### src/rtl/rpn_evaluator.sv
// Reverse-Polish expression evaluator driving an external stack.
// Tokens stream in; one result (or error) is presented per expression.
module rpn_evaluator #(
  parameter int WIDTH = 8,
  parameter int DEPTH = 16
) (
  input  logic             clk,
  input  logic             rst,
  input  logic             tok_valid,
  output logic             tok_ready,
  input  logic             tok_is_op,
  input  logic [WIDTH-1:0] tok_data,
  input  logic             tok_last,
  output logic             stk_push,
  output logic             stk_pop,
  output logic [WIDTH-1:0] stk_din,
  input  logic [WIDTH-1:0] stk_dout,
  input  logic             stk_empty,
  input  logic             stk_full,
  output logic             res_valid,
  input  logic             res_ready,
  output logic [WIDTH-1:0] res_data,
  output logic             res_err
);

  localparam logic [2:0] ACCEPT = 3'd0;
  localparam logic [2:0] POP_B  = 3'd1;
  localparam logic [2:0] OP     = 3'd2;
  localparam logic [2:0] FINISH = 3'd3;
  localparam logic [2:0] CHECK  = 3'd4;
  localparam logic [2:0] SKIP   = 3'd5;
  localparam logic [2:0] FLUSH  = 3'd6;
  localparam logic [2:0] DONE   = 3'd7;

  logic [2:0]       state, state_nxt;
  logic             err, err_set;
  logic [1:0]       opcode;
  logic             last;
  logic [WIDTH-1:0] b, result;
  logic             op_load, b_load, result_load;

  // Operand a is the deeper stack entry; all results wrap modulo 2^WIDTH.
  function automatic logic [WIDTH-1:0] alu(input logic [1:0] code,
                                           input logic [WIDTH-1:0] a,
                                           input logic [WIDTH-1:0] bb);
    logic [2*WIDTH-1:0] prod;
    prod = a * bb;
    case (code)
      2'd0:    alu = a + bb;
      2'd1:    alu = a - bb;
      2'd2:    alu = prod[WIDTH-1:0];
      default: alu = '0;
    endcase
  endfunction

  always_comb begin
    state_nxt   = state;
    err_set     = 1'b0;
    op_load     = 1'b0;
    b_load      = 1'b0;
    result_load = 1'b0;
    tok_ready   = 1'b0;
    stk_push    = 1'b0;
    stk_pop     = 1'b0;
    stk_din     = tok_data;
    if (!rst) begin
      case (state)
        ACCEPT: begin
          tok_ready = 1'b1;
          if (tok_valid) begin
            if (tok_is_op) begin
              op_load   = 1'b1;
              state_nxt = POP_B;
            end else if (!stk_full) begin
              stk_push  = 1'b1;
              state_nxt = tok_last ? FINISH : ACCEPT;
            end else begin
              err_set   = 1'b1;
              state_nxt = tok_last ? FLUSH : SKIP;
            end
          end
        end
        POP_B: begin
          if (stk_empty) begin
            err_set   = 1'b1;
            state_nxt = last ? FLUSH : SKIP;
          end else begin
            b_load    = 1'b1;
            stk_pop   = 1'b1;
            state_nxt = OP;
          end
        end
        OP: begin
          if (stk_empty || opcode == 2'd3) begin
            err_set   = 1'b1;
            state_nxt = last ? FLUSH : SKIP;
          end else begin
            stk_push  = 1'b1;
            stk_pop   = 1'b1;
            stk_din   = alu(opcode, stk_dout, b);
            state_nxt = last ? FINISH : ACCEPT;
          end
        end
        FINISH: begin
          if (stk_empty) begin
            err_set   = 1'b1;
            state_nxt = FLUSH;
          end else begin
            result_load = 1'b1;
            stk_pop     = 1'b1;
            state_nxt   = CHECK;
          end
        end
        CHECK: begin
          if (!stk_empty) begin
            err_set   = 1'b1;
            state_nxt = FLUSH;
          end else begin
            state_nxt = DONE;
          end
        end
        SKIP: begin
          tok_ready = 1'b1;
          if (tok_valid && tok_last) state_nxt = FLUSH;
        end
        FLUSH: begin
          if (stk_empty) state_nxt = DONE;
          else           stk_pop   = 1'b1;
        end
        DONE: begin
          if (res_ready) state_nxt = ACCEPT;
        end
        default: state_nxt = ACCEPT;
      endcase
    end
  end

  always_ff @(posedge clk) begin
    if (rst) begin
      state  <= ACCEPT;
      err    <= 1'b0;
      opcode <= 2'd0;
      last   <= 1'b0;
      b      <= '0;
      result <= '0;
    end else begin
      state <= state_nxt;
      if (err_set)                         err <= 1'b1;
      else if (state == DONE && res_ready) err <= 1'b0;
      if (op_load) begin
        opcode <= tok_data[1:0];
        last   <= tok_last;
      end
      if (b_load)      b      <= stk_dout;
      if (result_load) result <= stk_dout;
    end
  end

  assign res_valid = (state == DONE) && !rst;
  assign res_err   = res_valid && err;
  assign res_data  = (res_valid && !err) ? result : '0;

endmodule

### config.mk
export PLATFORM = sky130hd
export DESIGN_NAME = rpn_evaluator
export DESIGN_NICKNAME = d
export VERILOG_FILES = /design/src/rtl/rpn_evaluator.sv
export SDC_FILE = /design/constraint.sdc
export NUM_CORES = 1
export LEC_CHECK = 0
export BUFFER_PORTS_ARGS = -buffer_cell sky130_fd_sc_hd__buf_4
export CORE_MARGIN = 2
export CORE_UTILIZATION = 50
export DETAILED_ROUTE_END_ITERATION = 12
export PLACE_DENSITY = 0.73
export SLEW_MARGIN = 40
export SYNTH_ARGS = -nofsm -noshare
export SYNTH_HDL_FRONTEND = slang
export SYNTH_SLANG_ARGS = --single-unit
### constraint.sdc
create_clock -name clk -period 10.46 [get_ports clk]
set_input_delay 1.569 -clock clk [delete_from_list [all_inputs] [get_ports clk]]
set_output_delay 1.569 -clock clk [all_outputs]
set_load 0.02 [all_outputs]
==> flow_summary_export.csv <==
group,metric,value,unit
drt,drt_iter0_markers,82,
cts,insertion_delay,0.27,ns
final_layout,syn_to_final_growth,13.3,%
pwr,leakage,1.46,nW
worst_hold_path,hp-class,"flip-flop to flip-flop",
pwr,p_per_area,164,nW/µm²
final_layout,fin_area,3090,µm²
sta,fin_skew,0.00322,ns
cts,cts.sinks,23,
pwr,peakVddDrop,0.122,mV
drt,first_pass_iters,4,
drt,drc_errors,0,
cts,cts_tree,"built",
placed_design,numPortBuffers,44,
die,ioPinCount,45,
sta,setup_ws,3.68,ns
setup_path,worstSetupPathType,"input pin to output pin",
yosys,yosysTopAreaCellShare,16.9,%
yosys,syn_area,2730,µm²
global_route,antenna_found_initial,0,
yosys,synthCells,373,
sta,rsz0062_at_grt,"no",
sta,slew_headroom,49.0,%
die,die_x,77.9,µm
final_layout,diodes,0,
final_layout,nFillCells,499,
cts,hold_buffers,0,
cts,cts_resized,0,
yosys,yosys_warnings,0,
sta,whs,0.453,ns
placed_design,post_dp_cell_area,3050,µm²
sta,hold_violations,0,
setup_path,start_kind,"input pin",
yosys,syn_avg_cell_area,7.32,µm²
placed_design,dpl.hpwl,4840,µm
cts,path_clk_slew,0.09,ns
cts,cts_max_level,1,
die,chipHeight,77.9,µm
placed_design,routabilityCongestion,0.894,
drt,viasPerCell,5.33,
die,die_area,6070,µm²
yosys,yosys.area.top_type,"dfxtp_1",
sta,setup_viol,0,
setup_path,cp.required,8.89,ns
yosys,synth_edf_count,0,
sta,tightest_slew,0.764,ns
placed_design,pre_cts_slack,3.68,ns
final_layout,layout-drive-gt1-share,15.0,%
cts,numCtsBuffers,3,
die,initial_core_util,52.5,%
yosys,ys_types,50,
sta,fin_crit,6.78,ns
die,core.rowCount,26,
cts,clock_path_buffers,2,
yosys,synth_area_leaders,"dfxtp_1, ha_1, nand2_1",
global_route,grt_usage,22.3,%
yosys,syn_nets,435,
cts,cts_setup_buffers,0,
drt,wire_per_inst,13.3,µm
outcome,status,"complete, no violations",
cts,cts_root_buf,"clkbuf_8",
sta,fmax,147,MHz
yosys,ys_ff_latch,23,
global_route,grt_pass1_vias,2475,
global_route,grt_pass1_wl,11200,µm
sta,slew_viol_final,0,
global_route,grt_max_degree,25,
drt,wl,6230,µm
drt,antenna_left,0,
setup_path,arrival,5.21,ns
setup_path,cp-end-kind,"output pin",
pwr,power,0.000507,W
yosys,ys_seq_area_share,16.9,%
setup_path,r2r_slack,8.59,ns
final_layout,finalNetCount,462,
yosys,async_flop_share,0,%
sta,finalCritPeriodShare,64.8,%
flow_run,drv_cap,0,
die,core,5200,µm²
sta,fin_setup_tns,0,ns
yosys,ys.flop_type,"dfxtp_1",
drt,num_vias,2499,
setup_path,critPathMaxFanout,9,
global_route,overflow,0,
layout make-up:
| cell class | count | area, µm² | share of cell area (%) |
|---|---|---|---|
| Clock buffer | 3 | 41.3 | 1.33 |
| Sequential cell | 23 | 460 | 14.9 |
| Timing Repair Buffer | 44 | 330 | 10.7 |
| Clock inverter | 1 | 7.51 | 0.243 |
| Inverter | 34 | 128 | 4.12 |
| Tap cell | 70 | 87.6 | 2.83 |
| Multi-Input combinational cell | 294 | 2040 | 65.9 |
final timing paths:
path | start | endpoint | cells after the start
max | stk_dout[1] | stk_din[7] | 16
max reg2reg | state[1]$_SDFFE_PP0P_ | state[1]$_SDFFE_PP0P_ | 7
min | result[1]$_SDFFE_PP0P_ | result[1]$_SDFFE_PP0P_ | 2
min reg2reg | result[1]$_SDFFE_PP0P_ | result[1]$_SDFFE_PP0P_ | 2
critical path, stage by stage:
cell,delay (ns)
buf_4,0.16
nand2_1,0.09
fa_1,0.47
fa_1,0.54
inv_1,0.05
fa_1,0.47
inv_1,0.05
fa_1,0.52
inv_1,0.04
ha_1,0.31
a21oi_1,0.16
xnor2_1,0.10
xnor2_1,0.23
a21oi_1,0.11
a21oi_1,0.18
buf_4,0.16
layer usage:
layer	GRT usage (%)	share of wire, %	up-vias
li1	-	-	1280
met1	30.0	48	1160
met2	38.2	47	53
met3	2.21	3.9	6
met4	5.96	1.1	0
met5	0	0	-
where the power goes:
part / switching, W / total, W / internal [W]
registers: 0.0000446 / 0.000146 / 0.000101
logic: 0.000159 / 0.000303 / 0.000144
clock network: 0.0000309 / 0.0000579 / 0.0000270
total: 0.000235 / 0.000507 / 0.000272
per-stage QoR:
step / utilization (%) / std cells
2_1_floorplan: - / 373
3_3_place_gp: 58.5 / 465
3_5_place_dp: 58.5 / 465
4_1_cts: 59.4 / 469
5_1_grt: 59.4 / 469
6_report: 59.4 / 469
registers in the layout, indices dropped and copies added (netlist names):
name	count
b	8
result	8
state	3
opcode	2
err	1
last	1
cells in the final DEF (no fill, tap or decap), types with 2 or more instances in the layout:
| cell | netlist | routed |
|---|---|---|
| and2_1 | 18 | 18 |
| nor2_1 | 23 | 23 |
| buf_4 | 3 | 44 |
| xor2_1 | 5 | 5 |
| fa_1 | 13 | 13 |
| inv_2 | 2 | 2 |
| a21oi_1 | 19 | 19 |
| a21o_1 | 4 | 4 |
| nor2b_1 | 8 | 8 |
| nand2_1 | 70 | 70 |
| inv_1 | 32 | 32 |
| o31ai_1 | 2 | 2 |
| nand2b_1 | 3 | 3 |
| dfxtp_1 | 23 | 23 |
| o21ai_0 | 6 | 6 |
| mux2i_1 | 4 | 4 |
| nor4_1 | 2 | 2 |
| and3_1 | 2 | 2 |
| nand3_1 | 10 | 10 |
| clkbuf_8 | 0 | 3 |
| a31oi_1 | 3 | 3 |
| nor3_1 | 8 | 8 |
| ha_1 | 25 | 25 |
| o21ai_1 | 20 | 20 |
| and2_2 | 4 | 4 |
| xnor2_1 | 23 | 23 |
logic make-up after synthesis:
family	synth area share [%]
AOI/OAI and AO/OA	14.1
xor gates and xnor gates	9.57
adders and majority gates	21.0
buffers and inverters	8.47
DFF	16.9
muxes	1.88
and+or+nand+nor	28.1
cell usage after synthesis, types with 2 or more instances:
library cell  number
nor2b_1            8
nand2b_1           3
inv_2              2
o21ai_1           20
nand2_1           70
buf_2              8
a31oi_1            3
a21oi_1           19
and2_2             4
nor3_1             8
buf_4              3
xnor2_1           23
nor4_1             2
nor2_1            23
o31ai_1            2
and3_1             2
dfxtp_1           23
mux2i_1            4
clkbuf_1          10
inv_1             32
ha_1              25
nand3_1           10
a21o_1             4
o21ai_0            6
fa_1              13
and2_1            18
xor2_1             5
No activity file was read; power rests on OpenSTA's default activity.
